### config.mk
export PLATFORM = sky130hd
export DESIGN_NAME = log_writer_ctrl
export DESIGN_NICKNAME = d
export VERILOG_FILES = /design/src/rtl/log_writer_pkg.sv /design/src/rtl/log_writer_datap.sv /design/src/rtl/log_writer_ctrl.sv
export SDC_FILE = /design/constraint.sdc
export NUM_CORES = 1
export LEC_CHECK = 0
export ABC_AREA = 0
export CAP_MARGIN = 20
export CELL_PAD_IN_SITES_DETAIL_PLACEMENT = 0
export CELL_PAD_IN_SITES_GLOBAL_PLACEMENT = 2
export CORE_AREA = 2 2 529 531
export DETAILED_ROUTE_END_ITERATION = 7
export DIE_AREA = 0 0 531 533
export PLACE_DENSITY_LB_ADDON = 0.12
export SYNTH_ARGS = -nofsm -noshare
export SYNTH_HDL_FRONTEND = slang
export SYNTH_SLANG_ARGS = --single-unit
### constraint.sdc
create_clock -name clk -period 3.8 [get_ports clk]
set_input_delay 0.38 -clock clk [delete_from_list [all_inputs] [get_ports clk]]
set_output_delay 0.38 -clock clk [all_outputs]
set_load 0.02 [all_outputs]
### src/rtl/log_writer_pkg.sv
// Shared types for the replicated-log writer and reader.
// Holds widths, the packed entry header and the writer state encoding.
package log_writer_pkg;

    localparam int DATA_W      = 512;
    localparam int DATA_BYTES  = DATA_W / 8;
    localparam int BYTE_SH     = $clog2(DATA_BYTES);
    localparam int HDR_ADDR_W  = 8;
    localparam int DATA_ADDR_W = 12;
    localparam int LEN_W       = 16;
    localparam int CNT_W       = LEN_W + 1;

    typedef struct packed {
        logic [31:0]            view;
        logic [63:0]            op_num;
        logic [DATA_ADDR_W-1:0] data_start_addr;
        logic [LEN_W-1:0]       len;
    } log_hdr_struct;

    localparam int LOG_HDR_W = $bits(log_hdr_struct);

    typedef enum logic [2:0] {
        ST_READY,
        ST_CHECK,
        ST_WR_DATA,
        ST_WR_HDR,
        ST_DRAIN,
        ST_RESP
    } writer_state_e;

    // Data lines occupied by a payload of len bytes (rounded up).
    function automatic logic [CNT_W-1:0] lines_for(
        input logic [LEN_W-1:0] len
    );
        logic [CNT_W-1:0] sum;
        sum = {1'b0, len} + CNT_W'(DATA_BYTES - 1);
        return sum >> BYTE_SH;
    endfunction

endpackage

### src/rtl/log_writer_datap.sv
// Writer datapath: latched request, working data address, line counter,
// committed head pointers and the free-space checks.
// Ports: strobes from the controller (req_take, cnt_load, line_take,
// line_wr, hdr_take), log tails in; heads, header word and flags out.
module log_writer_datap
    import log_writer_pkg::*;
(
    input  logic                   clk,
    input  logic                   rst,
    input  logic                   req_take,
    input  logic [31:0]            req_view,
    input  logic [63:0]            req_op_num,
    input  logic [LEN_W-1:0]       req_len,
    input  logic                   cnt_load,
    input  logic                   line_take,
    input  logic                   line_wr,
    input  logic                   hdr_take,
    input  logic [HDR_ADDR_W-1:0]  hdr_tail,
    input  logic [DATA_ADDR_W-1:0] data_tail,
    output logic [HDR_ADDR_W-1:0]  hdr_head,
    output logic [DATA_ADDR_W-1:0] data_head,
    output logic [DATA_ADDR_W-1:0] cur_addr,
    output logic                   lines_zero,
    output logic                   no_room,
    output logic                   last_line,
    output logic [LOG_HDR_W-1:0]   hdr_word
);

    logic [31:0]            view_q;
    logic [63:0]            op_q;
    logic [LEN_W-1:0]       len_q;
    logic [DATA_ADDR_W-1:0] start_q;
    logic [CNT_W-1:0]       remain;
    logic [CNT_W-1:0]       lines;
    logic [HDR_ADDR_W-1:0]  free_hdr;
    logic [DATA_ADDR_W-1:0] free_data;
    log_hdr_struct          hdr;

    // One slot/line always stays empty so head==tail means empty.
    assign lines     = lines_for(len_q);
    assign free_hdr  = hdr_tail - hdr_head - HDR_ADDR_W'(1);
    assign free_data = data_tail - data_head - DATA_ADDR_W'(1);

    assign lines_zero = (lines == '0);
    assign no_room    = (free_hdr == '0) ||
                        (lines > CNT_W'(free_data));
    assign last_line  = (remain == CNT_W'(1));

    assign hdr.view            = view_q;
    assign hdr.op_num          = op_q;
    assign hdr.data_start_addr = start_q;
    assign hdr.len             = len_q;
    assign hdr_word            = hdr;

    always_ff @(posedge clk) begin
        if (rst) begin
            view_q    <= '0;
            op_q      <= '0;
            len_q     <= '0;
            start_q   <= '0;
            cur_addr  <= '0;
            remain    <= '0;
            hdr_head  <= '0;
            data_head <= '0;
        end else begin
            if (req_take) begin
                view_q   <= req_view;
                op_q     <= req_op_num;
                len_q    <= req_len;
                start_q  <= data_head;
                cur_addr <= data_head;
            end
            if (cnt_load)
                remain <= lines;
            if (line_take)
                remain <= remain - CNT_W'(1);
            if (line_wr)
                cur_addr <= cur_addr + DATA_ADDR_W'(1);
            // Heads commit only with the header, after all data.
            if (hdr_take) begin
                hdr_head  <= hdr_head + HDR_ADDR_W'(1);
                data_head <= cur_addr;
            end
        end
    end

endmodule

### src/rtl/log_writer_ctrl.sv
// Log writer: accepts an append request, streams payload lines into data
// memory, writes the header last, then returns a completion.
// Ports: request/payload streams in, data and header memory writes out,
// log tails in, committed heads out, completion out.
module log_writer_ctrl
    import log_writer_pkg::*;
(
    input  logic                   clk,
    input  logic                   rst,
    input  logic                   src_writer_req_val,
    input  logic [31:0]            src_writer_req_view,
    input  logic [63:0]            src_writer_req_op_num,
    input  logic [LEN_W-1:0]       src_writer_req_len,
    output logic                   writer_src_req_rdy,
    input  logic                   src_writer_data_val,
    input  logic [DATA_W-1:0]      src_writer_data,
    output logic                   writer_src_data_rdy,
    output logic                   writer_log_data_mem_wr_req_val,
    output logic [DATA_ADDR_W-1:0] writer_log_data_mem_wr_req_addr,
    output logic [DATA_W-1:0]      writer_log_data_mem_wr_req_data,
    input  logic                   log_data_mem_writer_wr_req_rdy,
    output logic                   writer_log_hdr_mem_wr_req_val,
    output logic [HDR_ADDR_W-1:0]  writer_log_hdr_mem_wr_req_addr,
    output logic [LOG_HDR_W-1:0]   writer_log_hdr_mem_wr_req_data,
    input  logic                   log_hdr_mem_writer_wr_req_rdy,
    input  logic [HDR_ADDR_W-1:0]  log_hdr_tail_addr,
    input  logic [DATA_ADDR_W-1:0] log_data_tail_addr,
    output logic [HDR_ADDR_W-1:0]  writer_hdr_head_addr,
    output logic [DATA_ADDR_W-1:0] writer_data_head_addr,
    output logic                   writer_dst_resp_val,
    output logic                   writer_dst_resp_ok,
    output logic [HDR_ADDR_W-1:0]  writer_dst_resp_hdr_addr,
    input  logic                   dst_writer_resp_rdy
);

    writer_state_e          state;
    logic                   req_rdy_q;
    logic                   hdr_val_q;
    logic                   resp_val_q;
    logic                   resp_ok_q;
    logic [HDR_ADDR_W-1:0]  resp_addr_q;
    logic [HDR_ADDR_W-1:0]  hdr_head;
    logic [DATA_ADDR_W-1:0] data_head;
    logic [DATA_ADDR_W-1:0] cur_addr;
    logic                   lines_zero;
    logic                   no_room;
    logic                   last_line;
    logic                   in_data;
    logic                   in_drain;
    logic                   req_take;
    logic                   data_xfer;
    logic                   drain_xfer;
    logic                   hdr_take;

    assign in_data  = (state == ST_WR_DATA);
    assign in_drain = (state == ST_DRAIN);

    assign req_take   = req_rdy_q & src_writer_req_val;
    assign data_xfer  = in_data & src_writer_data_val &
                        log_data_mem_writer_wr_req_rdy;
    assign drain_xfer = in_drain & src_writer_data_val;
    assign hdr_take   = hdr_val_q & log_hdr_mem_writer_wr_req_rdy;

    log_writer_datap u_datap (
        .clk        (clk),
        .rst        (rst),
        .req_take   (req_take),
        .req_view   (src_writer_req_view),
        .req_op_num (src_writer_req_op_num),
        .req_len    (src_writer_req_len),
        .cnt_load   (state == ST_CHECK),
        .line_take  (data_xfer | drain_xfer),
        .line_wr    (data_xfer),
        .hdr_take   (hdr_take),
        .hdr_tail   (log_hdr_tail_addr),
        .data_tail  (log_data_tail_addr),
        .hdr_head   (hdr_head),
        .data_head  (data_head),
        .cur_addr   (cur_addr),
        .lines_zero (lines_zero),
        .no_room    (no_room),
        .last_line  (last_line),
        .hdr_word   (writer_log_hdr_mem_wr_req_data)
    );

    // Payload passes straight through to memory; drained lines are
    // accepted unconditionally and dropped.
    assign writer_src_data_rdy =
        (in_data & log_data_mem_writer_wr_req_rdy) | in_drain;
    assign writer_log_data_mem_wr_req_val  = in_data & src_writer_data_val;
    assign writer_log_data_mem_wr_req_addr = cur_addr;
    assign writer_log_data_mem_wr_req_data = src_writer_data;

    assign writer_src_req_rdy             = req_rdy_q;
    assign writer_log_hdr_mem_wr_req_val  = hdr_val_q;
    assign writer_log_hdr_mem_wr_req_addr = hdr_head;
    assign writer_hdr_head_addr           = hdr_head;
    assign writer_data_head_addr          = data_head;
    assign writer_dst_resp_val            = resp_val_q;
    assign writer_dst_resp_ok             = resp_ok_q;
    assign writer_dst_resp_hdr_addr       = resp_addr_q;

    always_ff @(posedge clk) begin
        if (rst) begin
            state       <= ST_READY;
            req_rdy_q   <= 1'b0;
            hdr_val_q   <= 1'b0;
            resp_val_q  <= 1'b0;
            resp_ok_q   <= 1'b0;
            resp_addr_q <= '0;
        end else begin
            unique case (state)
                ST_READY: begin
                    req_rdy_q <= 1'b1;
                    if (req_take) begin
                        req_rdy_q <= 1'b0;
                        state     <= ST_CHECK;
                    end
                end
                ST_CHECK: begin
                    if (no_room) begin
                        if (lines_zero) begin
                            resp_val_q <= 1'b1;
                            resp_ok_q  <= 1'b0;
                            state      <= ST_RESP;
                        end else begin
                            state <= ST_DRAIN;
                        end
                    end else if (lines_zero) begin
                        hdr_val_q <= 1'b1;
                        state     <= ST_WR_HDR;
                    end else begin
                        state <= ST_WR_DATA;
                    end
                end
                ST_WR_DATA: begin
                    if (data_xfer && last_line) begin
                        hdr_val_q <= 1'b1;
                        state     <= ST_WR_HDR;
                    end
                end
                ST_WR_HDR: begin
                    if (hdr_take) begin
                        hdr_val_q   <= 1'b0;
                        resp_val_q  <= 1'b1;
                        resp_ok_q   <= 1'b1;
                        resp_addr_q <= hdr_head;
                        state       <= ST_RESP;
                    end
                end
                ST_DRAIN: begin
                    if (drain_xfer && last_line) begin
                        resp_val_q <= 1'b1;
                        resp_ok_q  <= 1'b0;
                        state      <= ST_RESP;
                    end
                end
                ST_RESP: begin
                    if (dst_writer_resp_rdy) begin
                        resp_val_q <= 1'b0;
                        req_rdy_q  <= 1'b1;
                        state      <= ST_READY;
                    end
                end
                default: state <= ST_READY;
            endcase
        end
    end

endmodule

==> impl_metrics.ini <==
[run_status]
status = finished clean

[hold_path]
min_path_type = in2reg
worstHoldPathCells = 3

[detailed_routing]
dr.first_iter.drc_count = 256
drc = 0
routed_wirelength_um = 71200
drtAntennaViolNets = 0
via_count = 9653
drtPass1Iterations = 4
wl_per_cell_um = 13.7
vias_per_cell = 1.86

[critical_path]
arrival_ns = 4.17
worst_r2r_path_depth = 20
critical_path_class = reg2reg
crit_chain = inv_2 -> ha_4 -> inv_2 -> fa_2 -> nor2b_1 -> o21ai_1 -> nand2b_1 -> a311oi_2 -> o31ai_1 -> a21oi_1 -> xor2_1 -> ha_1 -> and3_4 -> a221oi_4 -> o2111a_1 -> a211oi_4 -> a32oi_2 -> buf_4 -> nand4_1 -> nand3_1
cp_slowest_cell = dfxtp_2
worstPathMaxFanout = 3
start_kind = flip-flop
crit_path_frequent_cell = inv_2
cp-end-kind = flip-flop
crit_required_ns = 4.32
cpPeakStageDelay_ns = 0.33

[layout]
instances_no_fill = 5200
final_area_mm2 = 0.0176
syn_to_final_growth_pct = 42.2
final_nets = 2147
drive_gt1_frac = 0.102

[logic_synthesis]
synth_area_mm2 = 0.0124
dominantRegCellSynth = dfxtp_1
syn_nets = 2304
avgSynthCellArea_um2 = 7.67
yosysWarnings = 0
ys_ff_latch = 188
seq_area_frac_synth = 0.303
synth_cells = 1618
synth.distinct_cells = 62
synth_edf_count = 0
synthArstFlopShare = 0

[die]
die-area_mm2 = 0.283
fp.dieH_um = 533
fp.dieW_um = 531
start_util = 0.0446
pin_count = 1341
coreArea_mm2 = 0.278
rows = 194

[clock_tree]
clock-root-buffer = clkbuf_16
cts_hold_buf = 0
cts.clk_slew.worst_paths_ns = 0.08
clkSinkCount = 188
h-tree-depth = 4
cts_tree = done
clkLatencyLatePin_ns = 0.57
numCtsBuffers = 25
cts.path.max_buffers = 3

[timing]
skew_ns = 0.0223
rsz0062_at_grt = yes
slew_viol_final = 0
period_minus_slack_ns = 3.65
setup_viol = 0
max_freq_mhz = 274
worst_pin_slew_ns = 0.909
relSlewSlack = 0.394
fin_crit_sh = 0.961
final_hold_viol_count = 0

[global_route]
grt_max_degree = 102
grt_use_total = 0.0492
gr-total-overflow = 0
grt_pass1_wl_um = 94300
grt_pass1_vias = 10400
antenna_found_initial = 22

[power_and_ir_drop]
max-vdd-ir-drop_mv = 0.258
cellPowerDensity_mw_per_mm2 = 411
p_leak_nw = 4.86

[job]
cap_violations = 0

[placement]
numPortBuffers = 316
post-place-cells = 5157
hpwlAfterDp_um = 55800
dpl_cell_area_mm2 = 0.0168
gp_congestion = 0.625
-- cell type report --
cell class | count | area [um^2]
Antenna cell | 9 | 22.5
Fill cell | 32700 | 260000
Clock inverter | 6 | 110
Tap cell | 3724 | 4660
Sequential cell | 188 | 3770
Multi-Input combinational cell | 815 | 4470
Clock buffer | 27 | 643
Timing Repair Buffer | 400 | 3850
Inverter | 31 | 116
-- power by group --
group / internal (mW) / switching (mW) / total, mW
Clock: 1.41 / 1.13 / 2.54
Sequential: 2.18 / 0.213 / 2.39
Combinational: 0.907 / 1.41 / 2.31
-- worst paths after layout --
path / from / to / slack, ns
worst max-delay path: u_datap.data_head[0] / writer_log_hdr_mem_wr_req_val / 0.15
worst min register to register: u_datap.op_q[4] / u_datap.op_q[4] / 0.46
worst max register to register: u_datap.data_head[0] / writer_log_hdr_mem_wr_req_val / 0.15
worst min-delay path: src_writer_req_op_num[17] / u_datap.op_q[17] / 0.35
-- cells in the final DEF (no fill, tap or decap), types with 17 or more instances in the layout --
cell type / instances
nand2_1: 326
clkdlybuf4s50_1: 315
dfxtp_1: 186
a21oi_1: 176
buf_4: 79
nor2_1: 54
ha_1: 32
inv_1: 29
clkbuf_16: 25
xnor2_1: 19
o21ai_0: 17
-- cells by family after synthesis --
group,Yosys count,share of synthesized area
AOI/OAI and AO/OA,263,0.123
xor gates and xnor gates,31,0.0219
adders and majority gates,35,0.0365
buffers and inverters,615,0.344
DFF,188,0.303
muxes,3,0.00252
and+or+nand+nor,483,0.169
-- metrics by stage --
| stage | setup slack, ns | total power [mW] | TNS, ns | hold WS, ns | utilization |
|---|---|---|---|---|---|
| CTS | 0.0118 | 7.70 | 0 | 0.264 | 0.0634 |
| global route | -0.0761 | 7.87 | -0.274 | 0.300 | 0.0634 |
| finish | 0.149 | 7.25 | 0 | 0.355 | 0.0635 |
| global placement | -1.04 | 4.92 | -5.06 | 0.441 | 0.0603 |
| floorplan | 0.107 | 4.30 | 0 | 0.442 | - |
| detailed placement | -0.922 | 4.89 | -4.44 | 0.448 | 0.0603 |
-- sequential cells by signal, summed over array words and instances, names as in the netlist --
signal	cells
u_datap.len_q	16
u_datap.start_q	12
u_datap.hdr_head	8
state	3
writer_src_req_rdy	1
writer_dst_resp_ok	1
writer_dst_resp_val	1
u_datap.remain	17
u_datap.cur_addr	12
u_datap.op_q	64
writer_dst_resp_hdr_addr	8
u_datap.view_q	32
u_datap.data_head	12
writer_log_hdr_mem_wr_req_val	1
-- per-layer routing --
layer | GRT usage | part of all wire
met1 | 0.0476 | 0.35
met2 | 0.0844 | 0.49
met3 | 0.0219 | 0.096
met4 | 0.0323 | 0.063
met5 | 0 | 0.0013
-- Yosys cell counts (3+ instances only) --
cell / number / area [um^2]
or3_2: 3 / 22.5
nand4_1: 13 / 81.3
o211ai_1: 8 / 60.1
a221oi_1: 7 / 61.3
clkbuf_1: 47 / 176
xnor2_1: 19 / 166
a31oi_1: 5 / 31.3
or3_1: 4 / 25.0
ha_1: 33 / 413
o311ai_0: 4 / 35.0
buf_4: 520 / 3900
a21oi_1: 177 / 886
buf_1: 14 / 52.6
nor2b_1: 3 / 18.8
and3_1: 8 / 50.1
dfxtp_1: 188 / 3760
o31ai_1: 3 / 22.5
nand2_1: 327 / 1230
or2_2: 4 / 25.0
o21ai_0: 18 / 90.1
nor4_1: 11 / 68.8
nand2b_1: 3 / 18.8
a211oi_1: 9 / 67.6
and2_1: 6 / 37.5
nor3b_1: 8 / 60.1
o21a_1: 4 / 30.0
xor2_1: 12 / 105
nor3_1: 9 / 45.0
a21o_1: 7 / 52.6
a311oi_1: 5 / 43.8
nand3_1: 16 / 80.1
inv_1: 31 / 116
nor2_1: 54 / 203
-- timing repair --
action | in CTS | in global routing
setup buffers | 1 | 1
pin swaps | 12 | 11
endpoints found under the setup margin | 5 | 5
resized for setup | 19 | 1
-- critical path, delay by kind of cell (launching register included) --
kind            cells  cell delay [ns]
compound gates      8             1.45
xor+xnor            1             0.20
fa+ha+maj           3             0.75
buf+inv             3             0.26
flops               1             0.33
simple gates        5             0.60
Note: power is estimated with default switching activity, not from simulation.
